==> src/rtl/updown_mod_counter.sv <==
// Up/down modulo counter for general event and timer counting.
// The legal range is 0..max_val, and max_val can be changed at runtime.
// At either bound the counter wraps or saturates (SATURATE), pulses tc
// and sets a sticky ovf flag. A synchronous load has priority over counting.
// A Gray-coded view of the count register is provided alongside the binary count.
module updown_mod_counter #(
    parameter int                   WIDTH     = 4,
    parameter logic [WIDTH-1:0]     RESET_VAL = '0,
    parameter bit                   SATURATE  = 1'b0
) (
    input  logic             clk,
    input  logic             rst,
    input  logic             en,
    input  logic             up,
    input  logic             load,
    input  logic [WIDTH-1:0] load_val,
    input  logic [WIDTH-1:0] max_val,
    output logic [WIDTH-1:0] count,
    output logic [WIDTH-1:0] gray,
    output logic             tc,
    output logic             ovf
);

    logic [WIDTH-1:0] count_nxt;
    logic             tc_nxt;
    logic             ovf_nxt;

    // Up bound uses >= so that lowering max_val below count still counts as a bound event
    logic at_top;
    logic at_bot;
    assign at_top = (count >= max_val);
    assign at_bot = (count == '0);

    // Next-state selection with priority load > en > hold
    always_comb begin
        count_nxt = count;
        tc_nxt    = 1'b0;
        ovf_nxt   = ovf;
        if (load) begin
            count_nxt = (load_val > max_val) ? max_val : load_val;
            ovf_nxt   = 1'b0;
        end else if (en) begin
            if (up) begin
                if (!at_top) begin
                    count_nxt = count + 1'b1;
                end else begin
                    count_nxt = SATURATE ? max_val : '0;
                    tc_nxt    = 1'b1;
                    ovf_nxt   = 1'b1;
                end
            end else begin
                // A count above max_val (for example from RESET_VAL) still steps down normally
                if (!at_bot) begin
                    count_nxt = count - 1'b1;
                end else begin
                    count_nxt = SATURATE ? '0 : max_val;
                    tc_nxt    = 1'b1;
                    ovf_nxt   = 1'b1;
                end
            end
        end
    end

    // State registers; reset takes effect immediately, independent of clk
    always_ff @(posedge clk or posedge rst) begin
        if (rst) begin
            count <= RESET_VAL;
            tc    <= 1'b0;
            ovf   <= 1'b0;
        end else begin
            count <= count_nxt;
            tc    <= tc_nxt;
            ovf   <= ovf_nxt;
        end
    end

    // Gray view is purely combinational from the count register
    always_comb begin
        gray = count ^ (count >> 1);
    end

endmodule
==> config.mk <==
export PLATFORM = sky130hd
export DESIGN_NAME = updown_mod_counter
export DESIGN_NICKNAME = d
export VERILOG_FILES = /design/src/rtl/updown_mod_counter.sv
export SDC_FILE = /design/constraint.sdc
export NUM_CORES = 1
export LEC_CHECK = 0
export CAP_MARGIN = 20
export CORE_MARGIN = 2
export CORE_UTILIZATION = 49
export CTS_CLUSTER_SIZE = 14
export DETAILED_ROUTE_END_ITERATION = 10
export PLACE_DENSITY = 0.84
export SYNTH_ARGS = -nofsm -noshare
export SYNTH_HDL_FRONTEND = slang
export SYNTH_SLANG_ARGS = --single-unit
==> constraint.sdc <==
create_clock -name clk -period 2.5 [get_ports clk]
set_clock_uncertainty 0.05 [all_clocks]
set_input_delay 0.5 -clock clk [delete_from_list [all_inputs] [get_ports clk]]
set_output_delay 0.5 -clock clk [all_outputs]
set_load 0.005 [all_outputs]
==> reports/summary.txt <==
Finished Core Util: 76.65%
CTS Root Cell: clkbuf_4
Final Cycle Share: 91.44%
Max Clk Rate: 437.4 MHz
Max transition margin: 78.14%
Dpl ws: -6.259 ps
CP endpoint kind: flip-flop
Reg2Reg Depth: 8
Cell taking the most area after synthesis: ha_1
# DRC: 0
Reg-to-reg critical path startpoint: count[0]
Die Ht: 42.68 um
Ys Warns: 0
Sequential share of power: 26.7%
GP Congestion: 0.8419
Internal power consumption: 0.3272 mW
Final setup fails: 0
Die area: 0.001822 mm2
Main flop type after synthesis: dfrtp_1
Commonest cells post-synth: ha_1 (14), inv_1 (12), nor2_1 (9)
RSZ-0062 raised after global routing: false
Share of layout cells above drive strength 1: 11.97%
Area after DPL: 0.001012 mm2
Levels on crit path: 8
Critical Path AT: 2370 ps
Crit-path max FO: 5
CTS buffer count: 3
Clock power share: 16.8%
Synth cell types: 30
Asr flop ratio synth: 100.0%
Fin Setup TNS: 0 ps
Post-synth EDFFs: 0
Seq cells post-synth: 6
Setup WS post-layout: 214.0 ps
DRT iter0 DRCs: 13
Synth Cell Area: 733.2 um2
DR vias/cell: 5.636
Top-count cell post-synth: ha_1
Post_cts resized: 0
Synthesized instance count: 87
Crit path cell chain: clkdlybuf4s50_1, inv_1, buf_4, ha_1, a21oi_1, a21boi_4, mux2i_1, a221oi_1
Post-synthesis net count: 114
Setup Crit Path Kind: in -> reg
Max-cap violations: 0
I/O Buffers: 22
Cts hold-fix bufs: 0
Nets@finish: 146
Pwr dens: 499.5 mW/mm2
Final Max Tran Viols: 0
Synth top area share: 23.89%
Sequential share of the synthesized area: 20.48%
Row cnt: 13
Reg2reg end: count[2]
Hold crit path type: in -> async
R2R Setup Slk: 520 ps
CP bufs+invs: 3
DPL Wire Length: 1620 um
Initial DRT Pass Iterations: 4
Combinational Power Share: 56.4%
Total wire length: 1929 um
Core Region: 0.001350 mm2
CP top delay family: buffers and inverters
Syn avg cell area: 8.428 um2
Vias in the first global route: 763
Lkg Pwr: 0.4867 nW
Initial Utilization: 54.31%
CTS Sinks: 6
Pin count of the biggest net entering global routing: 9
Run status: complete, no violations
Multi-input combinational cell area: 525.5 um2
GR Overflow Total: 0
Post-Place Cells: 129
Fillers: 107
Design Area, Final: 0.001035 mm2
First-pass GRT wire length: 3415 um
Clk Latency, worst-skew pair: 240 ps
Vias: 744
Startpoint Class: input pin
Top post-synthesis cells by area: ha_1 (24%), dfrtp_1 (20%), inv_1 (6.1%)
CTS clk-pin slew, worst paths: 40 ps
Fin crit period: 2286 ps
Peak VDD IR: 310.0 uV
WL per Instance: 14.61 um
All-Layer GR Usage: 24.58%
Critical path's slowest cell: clkdlybuf4s50_1
Syn-to-layout area delta: 41.13%
Critical Path Max Stage Delay: 500 ps
Non-Filler Instances: 132
IO Pins: 23
Setup bufs post-CTS: 0
Die width: 42.68 um
Worst slew pin tran: 326.4 ps
CTS tree: yes
Initial antenna violation count: 0
Final Hold Fails: 0
Post-route ant nets: 0
Sw Share: 36.70%
WP data required: 2580 ps
P_sw: 0.1897 mW
Max H-tree Level: 1
FF+latch area: 150.1 um2
CTS Buffer Depth: 2
Inserted Diodes: 0
-- per-layer routing --
layer  up-vias  global-route usage, %  routed length, um
met5         -                      0                  0
met4         0                  6.875                  0
met3         0                  5.106                 48
met2        17                  40.61                947
met1       353                  32.03                934
li1        374                      -                  -
-- kinds of logic (layout without fill, tap and decap cells) --
| kind of cell | Yosys count | in the layout | share of synthesized area [%] |
|---|---|---|---|
| buf+inv | 14 | 44 | 7.849 |
| flops | 6 | 6 | 20.48 |
| xor+xnor | 2 | 2 | 2.390 |
| simple gates | 26 | 26 | 16.55 |
| compound gates | 23 | 23 | 26.11 |
| fa+ha+maj | 14 | 14 | 23.89 |
| mux | 2 | 2 | 2.730 |
-- layout make-up --
type,count,area share [%]
well taps,15,1.814
inverters,12,4.353
flip-flops and latches,6,14.51
multi-input cells,67,50.79
clock buffers,3,2.177
repair buffers,29,26.36
-- cells in the final DEF (no fill, tap or decap), drive strengths merged --
master and instances:
clkdlybuf4s50 22, ha 14, inv 12, nor2 9, nand2 8, buf 7, dfrtp 6, o211ai 4
a21oi 4, nand2b 3, a211oi 3, clkbuf 3, a31oi 2, xnor2 2, mux2i 2, a21boi 2
a2111oi 2, nor3b 1, o2111ai 1, nor2b 1, nand4 1, nor3 1, a221oi 1, a21o 1
o31ai 1, nand3 1, nand4b 1, o21ai 1, a22oi 1
-- registers in the layout, summed over array words and instances (netlist names) --
| signal | count |
|---|---|
| count | 4 |
| ovf | 1 |
| tc | 1 |
-- through the flow --
stage | power, mW | hold slack (ps)
floorplan | 0.2882 | 241.0
global placement | 0.4178 | 430.2
detailed placement | 0.4283 | 436.7
CTS | 0.5203 | 427.4
global route | 0.5635 | 445.5
finish | 0.5169 | 425.1
-- power groups by stage --
| stage | clock (mW) | combinational (mW) | sequential, mW |
|---|---|---|---|
| 2_1_floorplan | 0 | 0.154 | 0.134 |
| 3_3_place_gp | 0 | 0.280 | 0.138 |
| 3_5_place_dp | 0 | 0.289 | 0.140 |
| 4_1_cts | 0.0904 | 0.292 | 0.138 |
| 5_1_grt | 0.0982 | 0.324 | 0.142 |
| 6_report | 0.0870 | 0.292 | 0.138 |
-- worst max-delay path by stage --
stage               endpoint        from  slack, ps
detailed placement  count[2]  max_val[3]         -6
floorplan           count[3]  max_val[3]        650
finish              count[1]  max_val[3]        210
global placement    count[1]  max_val[1]         50
CTS                  gray[0]    count[0]        240
global route        count[1]  max_val[1]        100
Note: power is estimated with default switching activity, not from simulation.
==> variant 1 (same flow settings) <==
Set the parameter `WIDTH` to 6 (it was 4).
--- a/src/rtl/updown_mod_counter.sv
+++ b/src/rtl/updown_mod_counter.sv
@@ -6,3 +6,3 @@
 module updown_mod_counter #(
-    parameter int                   WIDTH     = 4,
+    parameter int                   WIDTH     = 6,
     parameter logic [WIDTH-1:0]     RESET_VAL = '0,
Ports: changed (resized count, gray, load_val and max_val); port bits go from 23 to 31. The function was not compared with the original's and may differ.
==> variant 1 against the original RTL <==
- worst hold slack better by 0.0023 ns
- sequential power is 45% higher
- power is 56% higher
- final cell count is 62% higher
- worst setup slack worse by 0.17 ns
- sequential share of layout area is 2.4 points lower
- wire length is 97% higher
- area after synthesis is 59% higher
- via count is 80% higher
- largest power group unchanged
- cell area is 60% higher
- sequential cell count is 2 higher
- core utilization is 2.4 points lower
==> variant 1: results <==
<?xml version="1.0" encoding="UTF-8"?>
<metrics>
  <group name="placed_design">
    <metric name="dp_cells" unit="">210</metric>
    <metric name="place.port_buffers" unit="">30</metric>
    <metric name="detailedPlacementHpwl" unit="µm">3030</metric>
    <metric name="gp_congestion" unit="">1.03</metric>
  </group>
  <group name="global_routing">
    <metric name="grt.total_usage" unit="">0.291</metric>
    <metric name="grt_first_pass_wirelength" unit="µm">5780</metric>
    <metric name="grt_max_degree" unit="">12</metric>
  </group>
  <group name="detailed_routing">
    <metric name="drt-wirelength-per-cell" unit="µm">17.7</metric>
    <metric name="dr_total_vias" unit="">1339</metric>
    <metric name="drt_iter0_drc" unit="">67</metric>
  </group>
  <group name="synth">
    <metric name="number_of_nets_in_the_synthesized_netlist" unit="">180</metric>
    <metric name="yosysSeqAreaShare" unit="">0.171</metric>
    <metric name="ys.warnings.count" unit="">0</metric>
    <metric name="yosys-top-cells-area" unit="">sky130_fd_sc_hd__ha_1 (25%), sky130_fd_sc_hd__dfrtp_1 (17%), sky130_fd_sc_hd__inv_1 (5.5%)</metric>
    <metric name="synth.lib_cells_used.distinct" unit="">37</metric>
    <metric name="synth_common_cells" unit="">sky130_fd_sc_hd__ha_1 (23), sky130_fd_sc_hd__inv_1 (17), sky130_fd_sc_hd__nand2_1 (12), sky130_fd_sc_hd__dfrtp_1 (8)</metric>
  </group>
  <group name="clock_tree">
    <metric name="cts.reportedPaths.clkPinSlew" unit="ns">0.06</metric>
    <metric name="clock_insertion_delay_worst_skew" unit="ns">0.27</metric>
  </group>
  <group name="setup_path">
    <metric name="critical_path_peak_fanout" unit="">6</metric>
    <metric name="crit_arrival" unit="ns">2.61</metric>
  </group>
  <group name="timing">
    <metric name="worst_margin_pin_slew" unit="ns">0.434</metric>
  </group>
  <group name="status">
    <metric name="run_status" unit="">finished, final reports clean</metric>
  </group>
  <group name="power">
    <metric name="power_leakage" unit="µW">0.000779</metric>
  </group>
  <group name="die">
    <metric name="placeableCoreArea" unit="µm²">2230</metric>
  </group>
  <group name="cells_and_area">
    <metric name="largest_registers" unit="">count: 6 flops, ovf: 1 flops, tc: 1 flops</metric>
    <metric name="drive_gt1_frac" unit="">0.161</metric>
    <metric name="layout.nets" unit="">228</metric>
    <metric name="fillers" unit="">178</metric>
  </group>
</metrics>
variant 1: worst paths after layout:
path / slack (ns) / depth (start not counted) / to / from
max in group asynchronous: 1.72 / 2 / count[3] / rst
setup / recovery: 0.04 / 9 / count[0] / max_val[4]
setup reg to reg: 0.27 / 7 / count[0] / count[2]
hold / removal: 0.43 / 2 / count[2] / rst
min in group clk: 0.45 / 1 / ovf / ovf
hold reg to reg: 0.45 / 1 / ovf / ovf
variant 1: report_power, final:
group / total [µW] / internal [µW] / switching (µW)
sequential: 200 / 150 / 49.9
combinational: 497 / 270 / 227
clock: 110 / 55.6 / 54.2
variant 1: cells by family (layout without fill, tap and decap cells):
logic type | count (synthesis) | after routing | share of synthesized area
simple gates | 35 | 35 | 0.150
mux | 1 | 1 | 0.00857
compound gates | 43 | 43 | 0.287
fa+ha+maj | 23 | 23 | 0.246
xor+xnor | 8 | 8 | 0.0600
flops | 8 | 8 | 0.171
buf+inv | 22 | 68 | 0.0771
variant 1: final cells by class:
| class | instances | area share |
|---|---|---|
| Multi-Input combinational cell | 110 | 0.543 |
| Sequential cell | 8 | 0.121 |
| Tap cell | 28 | 0.0211 |
| Clock buffer | 3 | 0.0136 |
| Inverter | 17 | 0.0385 |
| Timing Repair Buffer | 48 | 0.263 |
variant 1: worst max-delay path, cell delays in order:
cell and delay (ns):
sky130_fd_sc_hd__clkdlybuf4s50_1 0.51, sky130_fd_sc_hd__inv_1 0.08, sky130_fd_sc_hd__ha_1 0.31, sky130_fd_sc_hd__a21o_1 0.19
sky130_fd_sc_hd__a211o_1 0.32, sky130_fd_sc_hd__a41oi_4 0.27, sky130_fd_sc_hd__buf_4 0.17, sky130_fd_sc_hd__a311oi_1 0.11
sky130_fd_sc_hd__a21oi_1 0.14
variant 1: per-stage QoR:
stage / setup TNS (ns) / utilization / area, µm² / total power (µW) / setup slack (ns)
after floorplan: 0 / - / 1170 / 433 / 0.475
after global placement: -0.698 / 0.719 / 1610 / 645 / -0.155
after detailed placement: -1.31 / 0.719 / 1610 / 667 / -0.244
after CTS: 0 / 0.729 / 1630 / 777 / 0.0139
after global routing: -0.0218 / 0.742 / 1660 / 857 / -0.0218
final: 0 / 0.742 / 1660 / 807 / 0.0442
variant 1: layer usage:
| layer | up-vias | track usage | part of all wire |
|---|---|---|---|
| met1 | 622 | 0.314 | 0.40 |
| met5 | - | 0 | 0 |
| met4 | 0 | 0.201 | 0.051 |
| li1 | 611 | - | - |
| met2 | 82 | 0.510 | 0.47 |
| met3 | 24 | 0.0486 | 0.081 |
variant 1: what timing repair did:
| item | CTS | global route |
|---|---|---|
| setup endpoints to repair | 0 | 4 |
| setup buffers | 0 | 1 |
| gates resized for setup | 0 | 4 |
| hold buffers | 0 | 0 |
==> variant 2 (config.mk and constraints unchanged) <==
Without the edit above. Register the inputs `en`, `up`, `load`, `load_val` and `max_val` before use, without a reset. The logic sees them one clock later.
--- a/src/rtl/updown_mod_counter.sv
+++ b/src/rtl/updown_mod_counter.sv
@@ -23,2 +23,16 @@
 
+    logic en_q;
+    logic up_q;
+    logic load_q;
+    logic [WIDTH-1:0] load_val_q;
+    logic [WIDTH-1:0] max_val_q;
+
+    always_ff @(posedge clk) begin
+        en_q       <= en;
+        up_q       <= up;
+        load_q     <= load;
+        load_val_q <= load_val;
+        max_val_q  <= max_val;
+    end
+
     logic [WIDTH-1:0] count_nxt;
@@ -30,3 +44,3 @@
     logic at_bot;
-    assign at_top = (count >= max_val);
+    assign at_top = (count >= max_val_q);
     assign at_bot = (count == '0);
@@ -38,7 +52,7 @@
         ovf_nxt   = ovf;
-        if (load) begin
-            count_nxt = (load_val > max_val) ? max_val : load_val;
+        if (load_q) begin
+            count_nxt = (load_val_q > max_val_q) ? max_val_q : load_val_q;
             ovf_nxt   = 1'b0;
-        end else if (en) begin
-            if (up) begin
+        end else if (en_q) begin
+            if (up_q) begin
                 if (!at_top) begin
@@ -46,3 +60,3 @@
                 end else begin
-                    count_nxt = SATURATE ? max_val : '0;
+                    count_nxt = SATURATE ? max_val_q : '0;
                     tc_nxt    = 1'b1;
@@ -55,3 +69,3 @@
                 end else begin
-                    count_nxt = SATURATE ? '0 : max_val;
+                    count_nxt = SATURATE ? '0 : max_val_q;
                     tc_nxt    = 1'b1;
Function: changed (Yosys sat finds a counterexample within 4 cycles, from zero or initial values and one cycle with rst high).
==> variant 2 against the original RTL <==
- cell area increased by 20%
- sequential power increased by 140%
- wire length increased by 10%
- sequential cell count increased by 11
- worst setup slack got worse by 0.028 ns
- count of clock-buffer cells in the layout unchanged
- power increased by 50%
- area after synthesis increased by 33%
==> variant 2: results <==
<?xml version="1.0" encoding="UTF-8"?>
<metrics>
  <group name="global_routing">
    <metric name="grt.total_usage" unit="">0.204</metric>
    <metric name="grt_first_pass_wirelength" unit="µm">3720</metric>
    <metric name="grt_pass1_vias" unit="">881</metric>
  </group>
  <group name="detailed_routing">
    <metric name="drt-total-wl" unit="µm">2130</metric>
    <metric name="drt_iter0_drc" unit="">27</metric>
  </group>
  <group name="power">
    <metric name="vdd_drop_max" unit="µV">527</metric>
    <metric name="power_leakage" unit="µW">0.000558</metric>
  </group>
  <group name="cells_and_area">
    <metric name="drive_gt1_frac" unit="">0.0894</metric>
    <metric name="largest_registers" unit="">count: 4 flops, load_val_q: 4 flops, max_val_q: 4 flops</metric>
    <metric name="layout.nets" unit="">151</metric>
  </group>
  <group name="synth">
    <metric name="synth.lib_cells_used.distinct" unit="">37</metric>
    <metric name="ys.flop_type" unit="">sky130_fd_sc_hd__dfxtp_1</metric>
    <metric name="yosys-top-cells-area" unit="">sky130_fd_sc_hd__dfxtp_1 (23%), sky130_fd_sc_hd__ha_1 (18%), sky130_fd_sc_hd__dfrtp_1 (15%)</metric>
    <metric name="synthArstFlopShare" unit="">0.353</metric>
    <metric name="synth_common_cells" unit="">sky130_fd_sc_hd__ha_1 (14), sky130_fd_sc_hd__inv_1 (12), sky130_fd_sc_hd__dfxtp_1 (11), sky130_fd_sc_hd__nand2_1 (7), sky130_fd_sc_hd__dfrtp_1 (6)</metric>
    <metric name="number_of_nets_in_the_synthesized_netlist" unit="">126</metric>
    <metric name="yosysSeqAreaShare" unit="">0.381</metric>
  </group>
  <group name="placed_design">
    <metric name="detailedPlacementHpwl" unit="µm">1720</metric>
    <metric name="dp_worst_setup_slack" unit="ns">0.383</metric>
    <metric name="place.port_buffers" unit="">22</metric>
    <metric name="dpl-instance-area" unit="µm²">1210</metric>
    <metric name="gp_congestion" unit="">0.966</metric>
  </group>
  <group name="setup_path">
    <metric name="critical_path_peak_fanout" unit="">8</metric>
  </group>
  <group name="clock_tree">
    <metric name="post_cts.resized_instances" unit="">0</metric>
    <metric name="clock_insertion_delay_worst_skew" unit="ns">0.30</metric>
    <metric name="cts.reportedPaths.clkPinSlew" unit="ns">0.10</metric>
  </group>
  <group name="status">
    <metric name="run_status" unit="">finished, final reports clean</metric>
  </group>
  <group name="timing">
    <metric name="worst_margin_pin_slew" unit="ns">0.474</metric>
  </group>
</metrics>
[variant 2: routing by layer]
layer	part of all wire	global-route usage	up-vias	routed length, µm
li1	-	-	406	-
met1	0.42	0.237	367	896
met2	0.49	0.354	41	1030
met3	0.064	0.0494	9	136
met4	0.029	0.0952	0	62
met5	0	0	-	0
[variant 2: path summary, 6_finish.rpt]
path | endpoint | cells after the start | slack, ns | startpoint
max | gray[0] | 3 | 0.19 | count[0]
min | count[2] | 2 | 0.39 | rst
max reg2reg | count[3] | 6 | 0.36 | max_val_q[3]
min reg2reg | count[0] | 2 | 0.51 | load_val_q[0]
max in group asynchronous | count[0] | 2 | 1.79 | rst
min in group clk | count[0] | 2 | 0.51 | load_val_q[0]
[variant 2: area by class of cell]
| cell class | instances | area, µm² |
|---|---|---|
| clock buffers | 3 | 22.5 |
| clock inverters | 1 | 5.00 |
| fillers | 160 | 679 |
| inverters | 12 | 45.0 |
| multi-input cells | 68 | 546 |
| flip-flops and latches | 17 | 370 |
| well taps | 27 | 33.8 |
| repair buffers | 22 | 220 |
[variant 2: power breakdown]
part	internal, µW	switching (µW)
registers	297	34.9
logic	163	127
clock network	59.7	92.5
total	519	255
[variant 2: metrics by stage]
stage	std cells	utilization
final	150	0.646
after global routing	150	0.646
after CTS	150	0.646
after detailed placement	146	0.632
after global placement	146	0.632
after floorplan	99	-
[variant 2: kinds of logic after synthesis]
family	count (synthesis)	synth area share
AO/OA/AOI/OAI	24	0.183
XOR/XNOR	1	0.00901
adder cells (fa/ha/maj)	14	0.180
buffers and inverters	14	0.0579
flip-flops	17	0.381
multiplexers	4	0.0476
AND/OR/NAND/NOR	25	0.142
[variant 2: critical path, stage by stage, from the launching register on]
cell,delay (ns)
sky130_fd_sc_hd__dfrtp_1,0.49
sky130_fd_sc_hd__inv_1,0.12
sky130_fd_sc_hd__ha_1,0.34
sky130_fd_sc_hd__clkdlybuf4s50_1,0.51
